## config.mk

```make
export PLATFORM = sky130hd
export DESIGN_NAME = netlist_eval_arbiter
export DESIGN_NICKNAME = d
export VERILOG_FILES = /design/src/rtl/netlist_eval_arbiter.sv
export SDC_FILE = /design/constraint.sdc
export NUM_CORES = 1
export LEC_CHECK = 0
export ABC_AREA = 0
export CAP_MARGIN = 20
export CORE_MARGIN = 1.5
export CORE_UTILIZATION = 51
export CTS_BUF_LIST = sky130_fd_sc_hd__clkbuf_4 sky130_fd_sc_hd__clkbuf_8
export CTS_CLUSTER_SIZE = 25
export DETAILED_ROUTE_END_ITERATION = 10
export GPL_TIMING_DRIVEN = 0
export PLACE_DENSITY = 0.87
export SETUP_SLACK_MARGIN = 0.15
export SLEW_MARGIN = 20
export SYNTH_ARGS = -nofsm -noshare
export SYNTH_HDL_FRONTEND = slang
export SYNTH_SLANG_ARGS = --single-unit
```

## constraint.sdc

```tcl
create_clock -name clk -period 7.1 [get_ports clk]
set_clock_uncertainty 0.15 [all_clocks]
set_input_delay 1.065 -clock clk [delete_from_list [all_inputs] [get_ports clk]]
set_output_delay 1.065 -clock clk [all_outputs]
set_load 0.02 [all_outputs]
```

## src/rtl/netlist_eval_arbiter.sv

```systemverilog
// netlist_eval_arbiter: round-robin time-sharing of one combinational netlist between requesters
module netlist_eval_arbiter #(
  parameter int NUM_REQ = 4,
  parameter int IN_W = 14,
  parameter int OUT_W = 8,
  parameter int SETTLE_CYCLES = 2,
  parameter int CNT_W = 16
) (
  input  logic                    clk,
  input  logic                    rst_n,
  input  logic [NUM_REQ-1:0]      req_valid,
  input  logic [NUM_REQ*IN_W-1:0] req_data,
  output logic [NUM_REQ-1:0]      req_ready,
  output logic [NUM_REQ-1:0]      resp_valid,
  input  logic [NUM_REQ-1:0]      resp_ready,
  output logic [OUT_W-1:0]        resp_data,
  output logic [IN_W-1:0]         nl_in,
  input  logic [OUT_W-1:0]        nl_out,
  output logic                    busy,
  output logic [2:0]              grant_id,
  output logic [CNT_W-1:0]        done_cnt
);
  typedef enum logic [1:0] {IDLE, SETTLE, RESP} state_t;
  state_t state, state_nx;
  logic [2:0] rr_ptr, win_id;
  logic [3:0] cnt;
  logic accept, hs;
  assign accept = state == IDLE && |req_valid;
  assign hs = |(resp_valid & resp_ready);
  // round-robin winner search; scanning backwards lets the requester nearest rr_ptr win
  always_comb begin
    win_id = '0;
    for (int k = NUM_REQ - 1; k >= 0; k--)
      if (|(req_valid & (NUM_REQ'(1) << ((int'(rr_ptr) + k) % NUM_REQ))))
        win_id = 3'((int'(rr_ptr) + k) % NUM_REQ);
  end
  // state register
  always_ff @(posedge clk or negedge rst_n)
    if (!rst_n) state <= IDLE;
    else state <= state_nx;
  // next-state logic
  always_comb
    state_nx = state == IDLE ? (accept ? SETTLE : IDLE) :
               state == SETTLE ? (cnt == 4'd0 ? RESP : SETTLE) :
               (hs ? IDLE : RESP);
  // handshake outputs decoded from state and current owner
  always_comb begin
    req_ready = accept ? NUM_REQ'(1) << win_id : '0;
    resp_valid = state == RESP ? NUM_REQ'(1) << grant_id : '0;
    busy = state != IDLE;
  end
  // launch, settle countdown, capture and completion bookkeeping
  always_ff @(posedge clk or negedge rst_n)
    if (!rst_n) begin
      nl_in <= '0;
      resp_data <= '0;
      grant_id <= '0;
      rr_ptr <= '0;
      cnt <= '0;
      done_cnt <= '0;
    end else begin
      if (accept) begin
        nl_in <= req_data[int'(win_id)*IN_W +: IN_W];
        grant_id <= win_id;
        cnt <= 4'(SETTLE_CYCLES - 1);
      end
      if (state == SETTLE) begin
        cnt <= cnt == 4'd0 ? cnt : cnt - 4'd1;
        if (cnt == 4'd0) resp_data <= nl_out;
      end
      if (hs) begin
        done_cnt <= done_cnt + CNT_W'(1);
        rr_ptr <= grant_id == 3'(NUM_REQ - 1) ? 3'd0 : grant_id + 3'd1;
      end
    end
endmodule
```

# Word-level counts from Yosys, hierarchy flattened

Cells that the tools add are included.

Bits of input ports: 74
Bits in registers: 49
Output and inout port bits: 50

Add/sub/neg operators: 6
Bitwise gates (word level): 8
Reductions and logical operators: 16
Multiply operators: 1
Equal/unequal tests: 4
Shift operators: 7
Mux-type cells: 15

Operator list:

| operator                                         | count |
|---|---|
| left shift 1 x 32 -> 4 bit, first input constant | 3 |
| indexed part select 56 x 8 -> 14 bit             | 1 |
| OR reduction 4 bit                               | 6 |
| bitwise AND 4 bit                                | 5 |
| two-way mux 4 bit                                | 5 |
| adder 16 x 1 -> 16 bit, second input constant    | 1 |
| two-way mux 3 bit                                | 4 |
| two-way mux 2 bit                                | 5 |
| left shift 1 x 3 -> 4 bit, first input constant  | 2 |
| multiplier 3 x 3 -> 6 bit, second input constant | 1 |
| OR reduction 2 bit                               | 3 |
| adder 2 x 1 -> 2 bit, second input constant      | 2 |
| adder 2 bit, second input constant               | 2 |
| zero test 4 bit                                  | 1 |
| AND reduction 2 bit                              | 2 |
| nonzero test 2 bit                               | 2 |
| left shift 1 x 2 -> 4 bit, first input constant  | 1 |
| subtractor 4 x 1 -> 4 bit, second input constant | 1 |
| bitwise AND 1 bit, first input constant          | 3 |
| == test 3 x 2 -> 1 bit, second input constant    | 1 |
| == test 2 x 1 -> 1 bit, second input constant    | 1 |
| == test 2 bit, second input constant             | 1 |
| zero test 2 bit                                  | 1 |
| inequality test 2 bit, second input constant     | 1 |
| other kinds (2)                                  | 2 |

# Logic depth before layout (Yosys ltp)

Word-level depth: 12
Depth in mapped cells: 11

# Least setup slack after synthesis

No wires, ideal clock.

Kind: in2out
From: input req_valid[0]
To: output req_ready[2]
Required time: 5.885 ns
Buffers on the path: 2
Cell stages on the path: 7
Arrival: 2.699 ns
Slack: 3.186 ns
Cells stage by stage: a22oi_1 a21oi_1 or3_1 o22a_1 buf_6 buf_8 nor3_1

Cells in the longest elaborated chain, start to end: 8
Elaborated cells on any way between the ends: 16
Classes of those cells: shift (1); mux (5); bitwise (4); reduce/logical (6)

RTL lines:

| element                        | line | text |
|---|---|---|
| start: declaration             | 11   | `input logic [NUM_REQ-1:0] req_valid,` |
| bitwise AND 4 bit              | 34   | `if (\|(req_valid & (NUM_REQ'(1) << ((int'(rr_ptr) + k) % NUM_REQ))))` |
| OR reduction 4 bit             | 34   |  |
| two-way mux 3 bit (4 in a row) | 34   |  |
| left shift 1 x 3 -> 4 bit      | 48   | `req_ready = accept ? NUM_REQ'(1) << win_id : '0;` |
| two-way mux 4 bit *            | 48   |  |
| end: declaration               | 13   | `output logic [NUM_REQ-1:0] req_ready,` |

Mark *: on every way between the ends. The rest lies on a longest branch, timed or not.

# Worst setup path after layout

From: input req_valid[2]
To: output req_ready[3]

The elaborated chain is that of the path after synthesis.

==> metrics.md <==
| Metric | Value |
|---|---|
| Setup repair after global routing missed its margin | false |
| Critical Path RT | 5880 ps |
| FMAX | 0.200 GHz |
| DR DRC count | 0 |
| Violation count after the first detailed-routing iteration | 117 |
| Floorplan die width | 86.7 µm |
| Longest Clk Path Bufs | 2 |
| Power per cell area | 476 nW/µm² |
| Fillers | 488 |
| Total I/O pin count | 124 |
| Post-CTS sizing | 0 |
| Initial core utilization | 52.5% |
| Ranking of synthesized cells by area | dfrtp_1, mux2i_1, mux2_2 |
| Most used standard cells in the synthesized netlist | dfrtp_1, mux2i_1, nand2_1 |
| Area of the mapped netlist | 3570 µm² |
| Run status | finished, final reports clean |
| Syn_nets | 417 |
| Class of the most critical setup path | in -> out |
| Post-route fraction of the period consumed by the critical path | 70.3% |
| Post-synth EDFFs | 0 |
| TritonCTS clock tree | yes |
| Pre-Repair DR Iteration Count | 5 |
| Routability cong. | 0.821 |
| Level count of the clock H-tree | 2 |
| Fraction of synthesized cell area taken by the top area cell type | 33.6% |
| Number of buffers created by CTS | 5 |
| Post-DP HPWL | 7490 µm |
| Final min period | 4990 ps |
| Largest net degree at the start of global routing | 27 |
| Worst slew pin tran | 752 ps |
| Vias in the first global route | 3,252 |
| Fraction of the mapped netlist area in adder cells | 4.21% |
| Worst hold slack after final layout | 339 ps |
| First-pass GRT wire length | 15,900 µm |
| Post-synth top area cell | dfrtp_1 |
| Main combinational cell family by area after synthesis | compound AO/OA/AOI/OAI gates |
| Overall fraction of global-route tracks in use | 27.0% |
| Synthesized flop and latch total | 48 |
| Number of placement rows | 30 |
| Initial antenna violation count | 0 |
| Routed Wire Length | 9860 µm |
| Insertion delay to the later sink of the worst-skew pair | 300 ps |
| Full die area | 7510 µm² |
| Total clock sinks | 48 |
| Worst vdd ir | 0.299 mV |
| Clock transition at path regs | 80 ps |
| Number of pins exceeding their max-slew limit in the final report | 0 |
| Number of vias per cell | 5.66 |
| Type of the tightest min-delay check | reg -> reg |
| Slew HR | 49.7% |
| Number of buffers inserted by port buffering | 122 |
| Simple-gate share of the synthesized area | 9.92% |
| Fin nets | 547 |
| Max-cap violation count | 0 |
| Final sum of negative setup slack | 0 ps |
| Xor-xnor portion of the synthesized cell area | 4.17% |
| Nature of the critical path startpoint | primary input |
| Post-CTS Setup Inserts | 0 |
| Layout area overhead | 40.5% |
| Leading cell type by number of instances after synthesis | dfrtp_1 |
| Count of synthesis-stage warnings from yosys | 0 |
| Crit path capture type | output pin |
| Setup-failing EPs final | 0 |
| Synthesized area per cell | 10.8 µm² |
| Count of inserted antenna diode cells | 0 |
| Cell at the root of the clock tree | clkbuf_8 |
| Ratio of cells with drive above 1 in the final layout | 15.2% |
| Sequential share of the synthesized area | 33.6% |
| Dominant synthesized flop cell | dfrtp_1 |
| Leakage power of the design | 2.23 nW |
| Share of the synthesized area in compound gates (AO/OA/AOI/OAI) | 20.4% |
| # hold bufs at CTS | 0 |
| Wire length per cell | 17.7 µm |
| Placeable core region | 6790 µm² |
| Data arrival time of the critical path | 3780 ps |
| Sequential cell area in the final layout | 1200 µm² |
| Via Count | 3,152 |
| Gr ovfl total | 0 |
| Post-route ant nets | 0 |
| Final Hold Viols | 0 |
| Post-synthesis cell count | 331 |
| Max Fanout on Critical Path | 10 |
| Multiplexer share of the synthesized area | 20.0% |
| Share of flip-flops with an asynchronous set or reset after synthesis | 100% |
| Combined area of the multi-input logic cells | 2100 µm² |
| Vertical extent of the die | 86.7 µm |
| Post-synthesis cell type count | 52 |
-- cell families after synthesis --
family                     after synthesis
buffers and inverters                   30
muxes                                   67
and+or+nand+nor                         72
DFF                                     48
xor gates and xnor gates                17
adders and majority gates               12
other                                    1
AOI/OAI and AO/OA                       84
-- flip-flops by register name, summed over array words and instances, names as in the netlist --
signal and flops:
rr_ptr 2, resp_data 8, nl_in 14, cnt 4
state 2, grant_id 2, done_cnt 16
-- final timing paths --
check                                    startpoint                  endpoint  slack (ps)  depth (start not counted)
min in group asynchronous                     rst_n  resp_data[0]$_DFFE_PN0P_         590                          1
max reg2reg                   rr_ptr[0]$_DFFE_PN0P_      nl_in[8]$_DFFE_PN0P_        4060                         11
max in group asynchronous                     rst_n   done_cnt[5]$_DFFE_PN0P_        5700                          2
min                        done_cnt[15]$_DFFE_PN0P_  done_cnt[15]$_DFFE_PN0P_         340                          1
max                                    req_valid[2]              req_ready[3]        2110                          9
min reg2reg                done_cnt[15]$_DFFE_PN0P_  done_cnt[15]$_DFFE_PN0P_         340                          1
-- placed cells by master (no fill, tap or decap), types with 4 or more instances in the layout --
master,instances
and2_1,6
clkbuf_8,14
nor2_1,11
dfrtp_1,48
a21oi_1,5
o221ai_1,7
buf_6,4
nand3_1,7
nand2_1,26
inv_1,9
clkdlybuf4s50_1,121
xnor2_1,9
o221ai_2,7
ha_1,12
mux2_2,20
xor2_1,8
a22oi_1,6
a211o_1,12
a21boi_0,15
mux2_1,4
a211oi_1,14
nor3_1,5
mux2i_1,42
-- worst max-delay path, cell delays in order --
cell and delay (ps):
clkdlybuf4s50_1 520, a22o_1 290, o211a_1 240, a211o_2 290
buf_6 160, buf_8 160, mux2i_4 180, and3_1 200
clkdlybuf4s50_1 640
-- per-stage QoR --
step           setup WS (ps)  util, %  total power [W]  instances  area, µm²
6_report                2110     73.8          0.00239        557       5010
3_3_place_gp            2160     72.3          0.00217        549       4910
5_1_grt                 2020     73.8          0.00254        557       5010
4_1_cts                 2120     73.8          0.00239        557       5010
2_1_floorplan           3190        -          0.00169        331       3570
3_5_place_dp            2130     72.6          0.00222        550       4930
-- layout make-up --
cell class / count / area share, %
well taps: 96 / 2.40
inverters: 10 / 0.749
clock inverters: 2 / 0.250
multi-input cells: 253 / 41.8
flip-flops and latches: 48 / 24.0
plain buffers: 20 / 4.67
clock buffers: 5 / 1.37
repair buffers: 123 / 24.8
-- metal layers --
metal  track usage, %  part of all wire, %  wire length, µm
met5                0                    0                0
met3             6.67                  7.6              746
met1             34.1                   42             4110
met4             5.57                 0.94               93
met2             46.9                   50             4910
-- power breakdown --
| part | switching, W | internal (W) |
|---|---|---|
| Combinational | 0.000910 | 0.000855 |
| Clock | 0.0000904 | 0.0000668 |
| Sequential | 0.0000834 | 0.000381 |
| Total | 0.00108 | 0.00130 |
Note: power is estimated with default switching activity, not from simulation.
